File: src/rtl/morse_pkg.sv
// morse_pkg: shared constants and FSM state type for the Morse symbol decoder.
//   MAX_ELEMS        - longest symbol the buffer holds (elements)
//   ASCII_SPACE/LF   - separators emitted on word / line gaps
//   UNKNOWN_CHAR_DEF - default code for unrecognised or over-long symbols
package morse_pkg;

  localparam logic [2:0] MAX_ELEMS        = 3'd6;
  localparam logic [7:0] ASCII_SPACE      = 8'h20;
  localparam logic [7:0] ASCII_LF         = 8'h0A;
  localparam logic [7:0] UNKNOWN_CHAR_DEF = 8'h3F;

  typedef enum logic [1:0] {
    S_COLLECT   = 2'd0,
    S_PUSH_CHAR = 2'd1,
    S_PUSH_SEP  = 2'd2
  } state_t;

endpackage

File: src/rtl/morse_char_lut.sv
// morse_char_lut: combinational ITU Morse lookup.
//   len      - number of elements in the symbol (0..6)
//   code     - elements, first one in bit len-1; dot=0, dash=1
//   too_long - symbol overflowed the buffer
//   ascii    - A-Z / 0-9 code, or UNKNOWN_CHAR
module morse_char_lut
  import morse_pkg::*;
#(
  parameter logic [7:0] UNKNOWN_CHAR = UNKNOWN_CHAR_DEF
) (
  input  logic [2:0] len,
  input  logic [5:0] code,
  input  logic       too_long,
  output logic [7:0] ascii
);

  // code bits above len are always zero (buffer shifts in from a cleared
  // register), so matching the full {len,code} word is exact.
  always_comb begin
    ascii = UNKNOWN_CHAR;
    if (!too_long) begin
      case ({len, code})
        {3'd1, 6'b000000}: ascii = 8'h45; // E
        {3'd1, 6'b000001}: ascii = 8'h54; // T
        {3'd2, 6'b000000}: ascii = 8'h49; // I
        {3'd2, 6'b000001}: ascii = 8'h41; // A
        {3'd2, 6'b000010}: ascii = 8'h4E; // N
        {3'd2, 6'b000011}: ascii = 8'h4D; // M
        {3'd3, 6'b000000}: ascii = 8'h53; // S
        {3'd3, 6'b000001}: ascii = 8'h55; // U
        {3'd3, 6'b000010}: ascii = 8'h52; // R
        {3'd3, 6'b000011}: ascii = 8'h57; // W
        {3'd3, 6'b000100}: ascii = 8'h44; // D
        {3'd3, 6'b000101}: ascii = 8'h4B; // K
        {3'd3, 6'b000110}: ascii = 8'h47; // G
        {3'd3, 6'b000111}: ascii = 8'h4F; // O
        {3'd4, 6'b000000}: ascii = 8'h48; // H
        {3'd4, 6'b000001}: ascii = 8'h56; // V
        {3'd4, 6'b000010}: ascii = 8'h46; // F
        {3'd4, 6'b000100}: ascii = 8'h4C; // L
        {3'd4, 6'b000110}: ascii = 8'h50; // P
        {3'd4, 6'b000111}: ascii = 8'h4A; // J
        {3'd4, 6'b001000}: ascii = 8'h42; // B
        {3'd4, 6'b001001}: ascii = 8'h58; // X
        {3'd4, 6'b001010}: ascii = 8'h43; // C
        {3'd4, 6'b001011}: ascii = 8'h59; // Y
        {3'd4, 6'b001100}: ascii = 8'h5A; // Z
        {3'd4, 6'b001101}: ascii = 8'h51; // Q
        {3'd5, 6'b011111}: ascii = 8'h30; // 0
        {3'd5, 6'b001111}: ascii = 8'h31; // 1
        {3'd5, 6'b000111}: ascii = 8'h32; // 2
        {3'd5, 6'b000011}: ascii = 8'h33; // 3
        {3'd5, 6'b000001}: ascii = 8'h34; // 4
        {3'd5, 6'b000000}: ascii = 8'h35; // 5
        {3'd5, 6'b010000}: ascii = 8'h36; // 6
        {3'd5, 6'b011000}: ascii = 8'h37; // 7
        {3'd5, 6'b011100}: ascii = 8'h38; // 8
        {3'd5, 6'b011110}: ascii = 8'h39; // 9
        default:           ascii = UNKNOWN_CHAR;
      endcase
    end
  end

endmodule

File: src/rtl/morse_symbol_decoder.sv
// morse_symbol_decoder: turns dot/dash/gap pulses into an ASCII stream.
//   new_dot/new_dash             - element pulses
//   gap_letter/gap_word/gap_line - gap pulses (letter end, +space, +LF)
//   long_press_clear             - wipes buffer and FIFO, pulses clear_pulse
//   out_data/out_valid/out_ready - ready/valid character output (FIFO head)
//   overrun                      - sticky, a character was dropped on full FIFO
//   fifo_count                   - FIFO occupancy
module morse_symbol_decoder
  import morse_pkg::*;
#(
  parameter int         FIFO_DEPTH   = 4,
  parameter logic [7:0] UNKNOWN_CHAR = UNKNOWN_CHAR_DEF
) (
  input  logic                          clk,
  input  logic                          rst,
  input  logic                          new_dot,
  input  logic                          new_dash,
  input  logic                          gap_letter,
  input  logic                          gap_word,
  input  logic                          gap_line,
  input  logic                          long_press_clear,
  output logic [7:0]                    out_data,
  output logic                          out_valid,
  input  logic                          out_ready,
  output logic                          clear_pulse,
  output logic                          overrun,
  output logic [$clog2(FIFO_DEPTH):0]   fifo_count
);

  localparam int AW = $clog2(FIFO_DEPTH);
  localparam int CW = AW + 1;

  state_t          state_q, state_d;
  logic [5:0]      code_q, code_d;
  logic [2:0]      len_q, len_d;
  logic            too_long_q, too_long_d;
  logic [7:0]      char_q, char_d;
  logic [7:0]      sep_q, sep_d;
  logic            sep_pend_q, sep_pend_d;
  logic            clear_pulse_q, clear_pulse_d;
  logic            overrun_q, overrun_d;
  logic [AW-1:0]   wr_ptr_q, wr_ptr_d;
  logic [AW-1:0]   rd_ptr_q, rd_ptr_d;
  logic [CW-1:0]   count_q, count_d;
  logic [7:0]      mem_q [FIFO_DEPTH];

  logic            push, push_ok, pop, full;
  logic [7:0]      push_data;
  logic [7:0]      lut_char;

  morse_char_lut #(.UNKNOWN_CHAR(UNKNOWN_CHAR)) u_lut (
    .len      (len_q),
    .code     (code_q),
    .too_long (too_long_q),
    .ascii    (lut_char)
  );

  always_comb begin
    state_d       = state_q;
    code_d        = code_q;
    len_d         = len_q;
    too_long_d    = too_long_q;
    char_d        = char_q;
    sep_d         = sep_q;
    sep_pend_d    = sep_pend_q;
    clear_pulse_d = 1'b0;
    push          = 1'b0;
    push_data     = char_q;

    if (!long_press_clear) begin
      case (state_q)
        S_COLLECT: begin
          // one if-chain gives the pulse priority; losers are dropped
          if (gap_line || gap_word) begin
            sep_d      = gap_line ? ASCII_LF : ASCII_SPACE;
            sep_pend_d = 1'b1;
            char_d     = lut_char;
            state_d    = (len_q != 3'd0) ? S_PUSH_CHAR : S_PUSH_SEP;
          end else if (gap_letter) begin
            if (len_q != 3'd0) begin
              char_d  = lut_char;
              state_d = S_PUSH_CHAR;
            end
          end else if (new_dash || new_dot) begin
            if (len_q == MAX_ELEMS) begin
              too_long_d = 1'b1;
            end else begin
              code_d = {code_q[4:0], new_dash};
              len_d  = len_q + 3'd1;
            end
          end
        end
        S_PUSH_CHAR: begin
          push       = 1'b1;
          push_data  = char_q;
          code_d     = '0;
          len_d      = '0;
          too_long_d = 1'b0;
          state_d    = sep_pend_q ? S_PUSH_SEP : S_COLLECT;
        end
        S_PUSH_SEP: begin
          push       = 1'b1;
          push_data  = sep_q;
          sep_pend_d = 1'b0;
          state_d    = S_COLLECT;
        end
        default: state_d = S_COLLECT;
      endcase
    end else begin
      state_d       = S_COLLECT;
      code_d        = '0;
      len_d         = '0;
      too_long_d    = 1'b0;
      sep_pend_d    = 1'b0;
      clear_pulse_d = 1'b1;
    end
  end

  // FIFO bookkeeping; a full FIFO still accepts a push when a pop frees a slot
  always_comb begin
    full      = (count_q == CW'(FIFO_DEPTH));
    pop       = (count_q != '0) && out_ready && !long_press_clear;
    push_ok   = push && (!full || pop);
    overrun_d = overrun_q | (push && !push_ok);
    wr_ptr_d  = wr_ptr_q + AW'(push_ok);
    rd_ptr_d  = rd_ptr_q + AW'(pop);
    count_d   = count_q + CW'(push_ok) - CW'(pop);
    if (long_press_clear) begin
      overrun_d = 1'b0;
      wr_ptr_d  = '0;
      rd_ptr_d  = '0;
      count_d   = '0;
    end
  end

  always_ff @(posedge clk or posedge rst) begin
    if (rst) begin
      state_q       <= S_COLLECT;
      code_q        <= '0;
      len_q         <= '0;
      too_long_q    <= 1'b0;
      char_q        <= '0;
      sep_q         <= '0;
      sep_pend_q    <= 1'b0;
      clear_pulse_q <= 1'b0;
      overrun_q     <= 1'b0;
      wr_ptr_q      <= '0;
      rd_ptr_q      <= '0;
      count_q       <= '0;
    end else begin
      state_q       <= state_d;
      code_q        <= code_d;
      len_q         <= len_d;
      too_long_q    <= too_long_d;
      char_q        <= char_d;
      sep_q         <= sep_d;
      sep_pend_q    <= sep_pend_d;
      clear_pulse_q <= clear_pulse_d;
      overrun_q     <= overrun_d;
      wr_ptr_q      <= wr_ptr_d;
      rd_ptr_q      <= rd_ptr_d;
      count_q       <= count_d;
    end
  end

  // storage needs no reset: out_data is masked while the FIFO is empty
  always_ff @(posedge clk) begin
    if (push_ok) mem_q[wr_ptr_q] <= push_data;
  end

  assign out_valid   = (count_q != '0);
  assign out_data    = out_valid ? mem_q[rd_ptr_q] : 8'h00;
  assign clear_pulse = clear_pulse_q;
  assign overrun     = overrun_q;
  assign fifo_count  = count_q;

endmodule

File: config.mk
export PLATFORM = sky130hd
export DESIGN_NAME = morse_symbol_decoder
export DESIGN_NICKNAME = d
export VERILOG_FILES = /design/src/rtl/morse_pkg.sv /design/src/rtl/morse_char_lut.sv /design/src/rtl/morse_symbol_decoder.sv
export SDC_FILE = /design/constraint.sdc
export NUM_CORES = 1
export LEC_CHECK = 0
export ABC_AREA = 1
export BUFFER_PORTS_ARGS = -buffer_cell sky130_fd_sc_hd__buf_2
export CORE_UTILIZATION = 61
export DETAILED_ROUTE_END_ITERATION = 16
export PLACE_DENSITY_LB_ADDON = 0.3
export SLEW_MARGIN = 5
export SYNTH_ARGS = -nofsm -noshare
export SYNTH_HDL_FRONTEND = slang
export SYNTH_HIERARCHICAL = 1
export SYNTH_SLANG_ARGS = --single-unit
export TNS_END_PERCENT = 10
File: constraint.sdc
create_clock -name clk -period 3 [get_ports clk]
set_clock_uncertainty 0.05 [all_clocks]
set_input_delay 0.75 -clock clk [delete_from_list [all_inputs] [get_ports clk]]
set_output_delay 0.75 -clock clk [all_outputs]
set_load 0.02 [all_outputs]
==> flow_summary.toml <==
[power]
worst_ir_drop_vdd_uv = 626
cellLeakagePower_nw = 2.06
pwr_per_cell_area_nw_per_um2 = 951
report.power.total_w = 0.00405

[timing]
post-route-min-period_ps = 2630
totalNegativeSetupSlack_ps = 0
timing.final.hold_violations = 0
achievable-frequency_mhz = 380
worst-slew-pin-transition_ps = 606
max-slew-margin-rel_pct = 59.6
drv_slew = 0
setup_repair_after_global_routing_missed_its_margin = "no"
worst_hold_slack_ps = 446
setup_violations = 0
final_min_period_over_clock_period_pct = 87.8

[synth]
synth-adder-area-share_pct = 3.79
post_synth.cell_area_avg_um2 = 7.78
synth_top_family_by_area = "simple AND/OR/NAND/NOR gates"
synth.largest_area_cell = "sky130_fd_sc_hd__edfxtp_1"
compound_gate_fraction_of_synth_area_pct = 7.71
number_of_library_cell_types_mapped_by_synthesis = 37
synthXorXnorAreaFrac_pct = 0.686
synth.yosys.warnings = 6
synth_cells = 492
yosys.area.top_type_share_pct = 25.1
yosys-mux-area-fraction_pct = 0
mappedNetlistNets = 512
post_synth_simple_gate_area_pct = 33.2
post_synth_instance_area_um2 = 3830
synth-seq-cells = 64
yosysSeqAreaShare_pct = 46.0
netlist_top_cells_area = "sky130_fd_sc_hd__edfxtp_1 25%, sky130_fd_sc_hd__dfrtp_1 21%, sky130_fd_sc_hd__nor2_1 10%"

[placed_design]
finalWeightedCongestion = 0.957
numPortBuffers = 22
placedCellCount = 587
hpwlAfterDp_mm = 6.21

[finish]
nFillCells = 468
final_core_util_pct = 71.0
fin_nets = 543
stdcell_count = 603
multi_input_comb_area_um2 = 1740
flow.area_growth_from_synthesis_pct = 11.1
layout.area.seq_um2 = 1760
diodes = 0
drive_gt1_share_pct = 15.5

[flow_run]
cap_viol_max_count = 0

[setup_path]
worstPathMaxFanout = 18
worst_ep_arrival_time_ps = 1830
rr_endpoint = "fifo_count[2]"
worst_setup_path_startpoint = "rd_ptr_q[0]"
crit_type = "flip-flop to output port"
critical_path.endpoint_type = "output port"
register_to_register_path_setup_slack_ps = 650
setup.worst_path.start_class = "flip-flop"
timing.critical_path.required_ps = 2200
r2r.worst_path.cells = 10
worstSetupEndpoint = "out_data[2]"
rr_startpoint = "state_q[1]"

[floorplan]
die_y_um = 81.2
dieWidth_um = 81.2
core_region_um2 = 5990
floorplan.initialDensity_pct = 63.9
fp-row-count = 28
die_area_um2 = 6600
ioPinCount = 23

[clocking]
htree_levels = 3
tritoncts_clock_tree = "yes"
cts.repair.resized = 0
numCtsBuffers = 9
clock_path_buffers = 2
cts_hold_repair.buffers = 0
ctsRootBufferMaster = "sky130_fd_sc_hd__clkbuf_8"
cts.repair_timing.setup_buffer_count = 0
cts_sink_cnt = 64
worst_setup_hold_path_clk_slew_ps = 80
clk-insertion-delay-late_ps = 330

[drt]
vias = 3250
finalWirelength_mm = 8.50
drt_drc_violations_left = 0
post_drt_wl_per_cell_um = 14.1
drt_pass1_iterations = 5
avgViaCountPerCell = 5.39
drt_first_iter_violations = 226
route.antenna.remaining_nets = 0

[grt]
first_global_vias = 3105
grt_use_total_pct = 29.2
antenna_violations_before_repair = 0
gr-total-overflow = 0
grt_max_degree = 33
grt_pass1_wl_mm = 14.3

[hold_path]
timing.hold.worst.class = "input port to asynchronous set/reset pin"

[status]
status = "complete, no violations"
## worst max-delay path: stages (launching register included)
cell	delay, ps
sky130_fd_sc_hd__dfrtp_1	730
sky130_fd_sc_hd__inv_2	250
sky130_fd_sc_hd__o21ai_0	250
sky130_fd_sc_hd__a21oi_1	110
sky130_fd_sc_hd__buf_2	170
## worst min-delay path by stage
stage                     slack, ps  cells after the start        from         end
final                           450                      3         rst  state_q[1]
after global placement          430                      1    sep_q[3]    sep_q[3]
after CTS                       440                      3         rst  state_q[0]
after global routing            480                      3         rst  sep_pend_q
after detailed placement        430                      2     overrun     overrun
after floorplan                 410                      2  too_long_q  too_long_q
## metrics by stage
step,area [um^2],worst slack [ps]
3_5_place_dp,4020,317
6_report,4260,366
2_1_floorplan,3830,524
3_3_place_gp,4020,450
5_1_grt,4260,209
4_1_cts,4260,351
## power breakdown
part           internal, W  switching, W  total (W)
logic             0.000586       0.00125    0.00183
clock network     0.000486      0.000349   0.000835
registers          0.00121      0.000176    0.00138
## placed cells by master, fill, tap and decap left out, types with 3 or more instances in the layout
cell,instances
sky130_fd_sc_hd__nor2_1,103
sky130_fd_sc_hd__dfrtp_1,32
sky130_fd_sc_hd__a21oi_1,11
sky130_fd_sc_hd__nand2_4,3
sky130_fd_sc_hd__inv_2,6
sky130_fd_sc_hd__o21ai_2,7
sky130_fd_sc_hd__buf_2,22
sky130_fd_sc_hd__edfxtp_1,32
sky130_fd_sc_hd__nand2_2,6
sky130_fd_sc_hd__nand4_1,4
sky130_fd_sc_hd__nor2_2,4
sky130_fd_sc_hd__nand2_1,99
sky130_fd_sc_hd__buf_4,9
sky130_fd_sc_hd__ha_1,10
sky130_fd_sc_hd__nor2_4,5
sky130_fd_sc_hd__nand3_1,46
sky130_fd_sc_hd__o21ai_0,27
sky130_fd_sc_hd__nor3_1,8
sky130_fd_sc_hd__inv_1,57
sky130_fd_sc_hd__clkbuf_8,9
## cell type report
cell class / instances / share of cell area, %
Clock buffer: 11 / 4.09
Sequential cell: 64 / 41.4
Inverter: 64 / 5.82
Clock inverter: 5 / 1.38
Timing Repair Buffer: 31 / 4.18
Tap cell: 75 / 2.21
Multi-Input combinational cell: 353 / 40.9
## synth_stat cells
cell type	number
sky130_fd_sc_hd__buf_12	1
sky130_fd_sc_hd__nor3_1	8
sky130_fd_sc_hd__nand2_1	99
sky130_fd_sc_hd__inv_2	6
sky130_fd_sc_hd__clkbuf_1	3
sky130_fd_sc_hd__buf_6	1
sky130_fd_sc_hd__nor2_4	5
sky130_fd_sc_hd__o21ai_2	7
sky130_fd_sc_hd__a31oi_1	1
sky130_fd_sc_hd__conb_1	1
sky130_fd_sc_hd__buf_4	2
sky130_fd_sc_hd__o211ai_1	1
sky130_fd_sc_hd__xnor2_1	2
sky130_fd_sc_hd__o22ai_1	2
sky130_fd_sc_hd__xor2_1	1
sky130_fd_sc_hd__o21ai_1	2
sky130_fd_sc_hd__inv_8	1
sky130_fd_sc_hd__nand4_1	4
sky130_fd_sc_hd__nand2_4	3
sky130_fd_sc_hd__edfxtp_1	32
sky130_fd_sc_hd__or2_0	2
sky130_fd_sc_hd__nor3b_1	1
sky130_fd_sc_hd__nor2_1	103
sky130_fd_sc_hd__ha_1	10
sky130_fd_sc_hd__nor3_2	1
sky130_fd_sc_hd__fa_1	1
sky130_fd_sc_hd__nand2_2	6
sky130_fd_sc_hd__inv_1	57
sky130_fd_sc_hd__nand3b_1	2
sky130_fd_sc_hd__nand3_2	2
sky130_fd_sc_hd__a21oi_1	11
sky130_fd_sc_hd__nand3_1	46
sky130_fd_sc_hd__dfrtp_1	32
sky130_fd_sc_hd__o21ai_0	27
sky130_fd_sc_hd__o21a_1	1
sky130_fd_sc_hd__nor2_2	4
sky130_fd_sc_hd__buf_2	4
## registers in the layout, indices dropped and copies added (netlist names)
signal and count:
char_q 8, rd_ptr_q 2, code_q 6, sep_q 2
wr_ptr_q 2, too_long_q 1, mem_q 32, overrun 1
clear_pulse 1, state_q 2, fifo_count 3, len_q 3
sep_pend_q 1
## routing by layer
layer | wire [um] | track usage (%) | part of all wire, % | up-vias
met5 | 0 | 0 | 0 | -
met1 | 3660 | 35.9 | 43 | 1483
li1 | - | - | - | 1640
met3 | 379 | 5.73 | 4.5 | 17
met2 | 4310 | 49.8 | 51 | 110
met4 | 160 | 12.1 | 1.9 | 0
## kinds of logic (layout without fill, tap and decap cells)
group                      count (synthesis)  count (layout)
and+or+nand+nor                          286             286
buffers and inverters                     75             111
DFF                                       64              64
AOI/OAI and AO/OA                         52              52
adders and majority gates                 11              11
xor gates and xnor gates                   3               3
other                                      1               1
Power figures use the tool's default switching activity.
